===== config.mk =====
export PLATFORM = sky130hd
export DESIGN_NAME = ram_arbiter
export DESIGN_NICKNAME = d
export VERILOG_FILES = /design/src/rtl/ram_arbiter.sv
export SDC_FILE = /design/constraint.sdc
export NUM_CORES = 1
export LEC_CHECK = 0
export ABC_AREA = 1
export ABC_CLOCK_PERIOD_IN_PS = 4300
export BUFFER_PORTS_ARGS = -buffer_cell sky130_fd_sc_hd__buf_4
export CELL_PAD_IN_SITES_DETAIL_PLACEMENT = 0
export CELL_PAD_IN_SITES_GLOBAL_PLACEMENT = 1
export CORE_MARGIN = 4
export CORE_UTILIZATION = 30
export DETAILED_ROUTE_END_ITERATION = 8
export PLACE_DENSITY_LB_ADDON = 0.1
export SYNTH_ARGS = -nofsm -noshare
export SYNTH_HDL_FRONTEND = slang
export SYNTH_SLANG_ARGS = --single-unit

===== constraint.sdc =====
create_clock -name CLK -period 4.3 [get_ports CLK]
set_input_delay 0.215 -clock CLK [delete_from_list [all_inputs] [get_ports CLK]]
set_output_delay 0.215 -clock CLK [all_outputs]
set_load 0.005 [all_outputs]

===== src/rtl/ram_arbiter.sv =====
// ram_arbiter: shares one single-port RAM between fetch and load/store requesters with registered RAM controls.
module ram_arbiter #(
  parameter int DataWidth = 32,
  parameter int AddrWidth = 32
) (
  input  logic                 CLK,
  input  logic                 RST,
  input  logic                 i_req,
  input  logic [AddrWidth-1:0] i_addr,
  output logic                 i_ack,
  output logic [DataWidth-1:0] i_rdata,
  input  logic                 d_req,
  input  logic                 d_we,
  input  logic [AddrWidth-1:0] d_addr,
  input  logic [DataWidth-1:0] d_wdata,
  output logic                 d_ack,
  output logic [DataWidth-1:0] d_rdata,
  output logic [AddrWidth-1:0] ram_addr,
  output logic                 ram_r,
  output logic                 ram_w,
  output logic [DataWidth-1:0] ram_wdata,
  input  logic [DataWidth-1:0] ram_rdata,
  output logic                 busy
);
  typedef enum logic [1:0] {IDLE, ACCESS, RESP} state_t;
  state_t state, next_state;
  logic grant_d, last_d, pick_d, is_store;
  // On a tie the port that did not win last time is served.
  assign pick_d   = d_req & (~i_req | ~last_d);
  assign is_store = pick_d & d_we;
  assign i_ack    = (state == RESP) & ~grant_d;
  assign d_ack    = (state == RESP) & grant_d;
  assign busy     = state != IDLE;
  always_ff @(posedge CLK or posedge RST)
    if (RST) state <= IDLE;
    else state <= next_state;
  always_comb begin
    next_state = state == IDLE   ? ((i_req | d_req) ? ACCESS : IDLE) :
                 state == ACCESS ? RESP : IDLE;
  end
  always_ff @(posedge CLK or posedge RST)
    if (RST) begin
      grant_d   <= 1'b0;
      last_d    <= 1'b0;
      ram_addr  <= '0;
      ram_r     <= 1'b0;
      ram_w     <= 1'b0;
      ram_wdata <= '0;
      i_rdata   <= '0;
      d_rdata   <= '0;
    end else if (state == IDLE && (i_req | d_req)) begin
      grant_d  <= pick_d;
      last_d   <= pick_d;
      ram_addr <= pick_d ? d_addr : i_addr;
      ram_r    <= ~is_store;
      ram_w    <= is_store;
      if (is_store) ram_wdata <= d_wdata;
    end else if (state == ACCESS) begin
      ram_r <= 1'b0;
      ram_w <= 1'b0;
      if (ram_r && grant_d) d_rdata <= ram_rdata;
      if (ram_r && !grant_d) i_rdata <= ram_rdata;
    end
endmodule


## After elaboration in Yosys (flattened, before gate mapping)

Cells that the tools add are included.

- Register bits: 133
- Word-level logic and storage cells: 37

- Equality and inequality tests: 2
- Muxes and demuxes: 7
- Bitwise gates (word level): 10
- Reduce and logical (&&, ||, !) cells: 10

Operators by type and width:

| operator | count |
|---|---|
| 32-bit two-way mux | 1 |
| 3-bit AND reduction | 2 |
| 1-bit AND | 4 |
| 1-bit two-way mux | 4 |
| 2-bit two-way mux | 2 |
| 1-bit inverter | 4 |
| 2-bit nonzero test | 2 |
| 1-bit logical AND | 3 |
| 2-bit by 1-bit equality test with 1-bit output, second input constant | 1 |
| 2-bit equality test, second input constant | 1 |
| 2-bit zero test | 1 |
| 1-bit OR | 2 |
| 2-bit AND reduction | 1 |
| 1-bit zero test | 1 |

## Depth between registers and ports, before layout

- Depth after elaboration: 6
- Depth in mapped cells: 7

## Least setup slack after synthesis

Ideal clock, no wire load.

- Kind: reg2reg
- Start: reg grant_d (netlist name)
- End: reg ram_wdata[10]
- Library setup time: 0.116 ns
- Arrival time: 1.085 ns
- Required time: 4.184 ns
- Slack: 3.098 ns
- Cell stages (with the launch flop): 8
- Buffers on the path: 1
- Cell sequence: dfrtp_1 nand2_2 nand2_4 nor2_8 nand2_4 buf_6 nand2_1 nand2_1

RTL lines:

| element | line | RTL |
|---|---|---|
| end signal: assignment | 57 | `if (is_store) ram_wdata <= d_wdata;` |
| end: declaration | 21 | `output logic [DataWidth-1:0] ram_wdata,` |

==> results.txt <==
The most used flip-flop cell after synthesis is sky130_fd_sc_hd__dfrtp_1. At the worst endpoint, the arrival time is roughly 2800 ps. The sum of internal, switching and leakage power is between 6 and 7 mW. CTS built an H-tree with a depth of 4. STA classifies the critical path endpoint as a flop. The fraction of the yosys area taken by sequential cells came out at between 50% and 60%. Of all flip-flops after synthesis, the portion carrying an async set or reset was 100.0%. Setup repair after global routing left no endpoint under its margin. The number of setup violations in the final report is 0. The number of rows created at floorplan came out at 49. The critical path data required time is ~4600 ps. The post-cts sizing count came out at 0. The via count of the first global-routing pass is between 5,000 and 6,000. The HPWL after detailed placement is 12,080 um. Net switching is 33.50% of the power.

The chip height came out at about 140 um. The initial detailed-routing violation count came out at between 200 and 250. The cell sitting at the root of the clock tree is a sky130_fd_sc_hd__clkbuf_16.

Clock tree synthesis inserted a total of 17 buffers. Yosys mapped a number of flops with a built-in enable equal to 0. The total I/O pin count came out at roughly 270.

The count of antenna diodes in the layout came out at 0. In the post-synthesis netlist, the biggest area contributors are sky130_fd_sc_hd__dfrtp_1, sky130_fd_sc_hd__nand2_1, sky130_fd_sc_hd__nand3_1. The count of synthesis-stage warnings from yosys is 0. By count the netlist is led by sky130_fd_sc_hd__nand2_1, sky130_fd_sc_hd__dfrtp_1, sky130_fd_sc_hd__nand3_1.

The clock tree buffer depth came out at 2. The max capacitance violation total came out at 0. The total track usage is ~17%. The sequential group share of total power came out at 37.1%.

The startpoint identified for the worst register-to-register timing path is grant_d. Entering global routing, the biggest net connects ~110 pins. The analysis attributes to cell leakage a power of between 4 and 5 nW. The average instance in the mapped netlist occupies 8.667 um2. The number of hold violations in the final report was 0. The worst slack at placement is around 1700 ps. The max-slew violation count is 0. The worst pin sits at a relative slew slack of 32.09%. The net switching component of the power is between 2 and 2.5 mW. The number of remaining DRC errors came out at 0. The cell area after synthesis is 5590 um2. Summing all flip-flop and latch instances after layout gives 3328 um2.

The number of antenna violations at the first check in global routing is 0. The post-synthesis cell type count came out at 21. The accumulated negative setup slack is 0 ps.

Tracing the worst setup path back leads to its startpoint at grant_d. The number of instances in the synthesized netlist is approximately 650. The combinational cell fraction of total power is approximately 37%. The clock slew at the register clock pins of the worst setup and hold paths came out at ~60 ps.

The floorplan step defined a die boundary enclosing around 21,000 um2. The area share of the largest cell type after synthesis came out at 59.53%. The horizontal die dimension is between 100 and 150 um.

The global placement routability congestion is 0.7881. Buffers inserted to repair hold after CTS numbered 0. The final setup slack of the worst path is roughly 1800 ps. The shortest period the worst path allows is ~2500 ps. TritonCTS built the clock tree.

Across the VDD grid, the largest voltage drop is approximately 310 uV. The power density over the cells is between 700 and 800 nW/um2. The number of search-and-repair iterations in the first detailed-routing pass came out at 4. The global-route wire length before repair is between 20,000 and 30,000 um. The post-CTS setup repair buffer count is 0. The register bit total from synthesis is about 130.

The flow ran to the end, and the final reports show no timing, DRC or antenna violations. Dividing the detail-routed wire length by the instance count gives 15.08 um. The count of buffers inserted at the top-level ports is around 270. Yosys instantiated no cell more often than sky130_fd_sc_hd__nand2_1.

The achievable frequency is between 300 and 400 MHz. The leading area contributor after synthesis is sky130_fd_sc_hd__dfrtp_1. The residual antenna-violating net count after detailed routing came out at 0.

The net count after synthesis is a little under 800. The initial utilization of the core area, before any placement, comes to around 31%. Relative to the synthesized area, the layout overhead comes to 48.46%.

The part of the power in the clock network came out at about a quarter. The worst setup skew after layout is 11.30 ps. The final layout net count came out at 1,027. The final critical path takes up 59.08% of the cycle. The placeable core region came out at 18,150 um2. The critical path in this run is classified as reg -> reg. The total vias in the final route is slightly above 5,000.

The internal power of the cells came out at a little over 4 mW. The kind of start point of the critical path is a flop. The worst hold path belongs to the class in -> async. The maximum fanout along the worst path is 34. In the final layout, the share of cells above drive strength 1 is approximately a third.

The count of fill cells added during filler insertion is roughly 1,800. The number of clock sinks is between 100 and 150. The multi-input combinational cell area is approximately 1900 um2. Dividing the detail-routed via count by the number of cells gives about 4.5.

The insertion delay of the later-clocked pin in the worst-skew pair is around 400 ps. The final wirelength came out at about 17,000 um. For the pin with the worst max-slew slack, the measured transition is 1019 ps. The total congestion overflow is 0.
## cell families (layout without fill, tap and decap cells)
kind of cell | Yosys count | in the layout | share of synthesized area, %
buffers and inverters | 76 | 338 | 6.647
AO/OA/AOI/OAI | 67 | 67 | 6.065
AND/OR/NAND/NOR | 369 | 369 | 27.75
flip-flops | 133 | 133 | 59.53
## worst paths after layout
| path | to | slack (ps) | cells after the start |
|---|---|---|---|
| max in group asynchronous | d_rdata[29] | 3300 | 3 |
| hold reg to reg | ram_wdata[9] | 470 | 2 |
| setup / recovery | ram_wdata[24] | 1760 | 6 |
| setup reg to reg | ram_wdata[24] | 1760 | 6 |
| min in group CLK | ram_wdata[0] | 30 | 3 |
| hold / removal | ram_wdata[27] | 20 | 2 |
## critical path: stages, from the launching register on
cell and delay [ps]:
sky130_fd_sc_hd__dfrtp_1 450, sky130_fd_sc_hd__nand2_2 490, sky130_fd_sc_hd__nand2_4 390, sky130_fd_sc_hd__nor2_8 500, sky130_fd_sc_hd__nand2_4 340, sky130_fd_sc_hd__nand2_1 160
sky130_fd_sc_hd__nand2_1 70
## final cells by class
class                           count  area share (%)
Sequential cell                   133           40.10
Timing Repair Buffer              268           24.24
Multi-Input combinational cell    436           22.78
Clock buffer                       21           5.548
Tap cell                          229           3.452
Clock inverter                     11           2.096
Inverter                           38           1.779
## flip-flops by register name, summed over array words and instances (netlist names)
name	cells
i_rdata	32
ram_addr	32
ram_w	1
grant_d	1
d_rdata	32
ram_r	1
ram_wdata	32
state	2
## layout by cell type, fill, tap and decap left out, drive strengths merged
cell type,n
buf,268
bufinv,4
clkbuf,21
clkinv,4
clkinvlp,2
dfrtp,133
inv,39
nand2,294
nand3,68
nor2,5
nor3,2
o21ai,67
## routing by layer
layer,vias up,part of all wire (%),GRT usage (%)
met5,-,0,0
met4,0,1.6,6.087
met3,22,8.3,5.489
met2,186,48,26.92
met1,2326,42,20.43
li1,2529,-,-
## power groups by stage
stage / Combinational (mW) / Clock, mW / Sequential, mW
finish: 2.27 / 1.56 / 2.26
detailed placement: 2.34 / 0 / 2.27
global route: 2.57 / 1.67 / 2.34
CTS: 2.34 / 1.60 / 2.27
global placement: 2.30 / 0 / 2.27
floorplan: 0.971 / 0 / 2.28
## metrics by stage
step | hold slack [ps] | utilization [%] | cell area [um2] | instances
global placement | 445.2 | 42.24 | 7665 | 1104
finish | 22.95 | 45.73 | 8299 | 1136
CTS | 9.840 | 45.73 | 8299 | 1136
floorplan | 359.6 | - | 5590 | 645
detailed placement | 450.0 | 42.24 | 7665 | 1104
global route | 20.16 | 45.73 | 8299 | 1136
No activity file was read; power rests on OpenSTA's default activity.
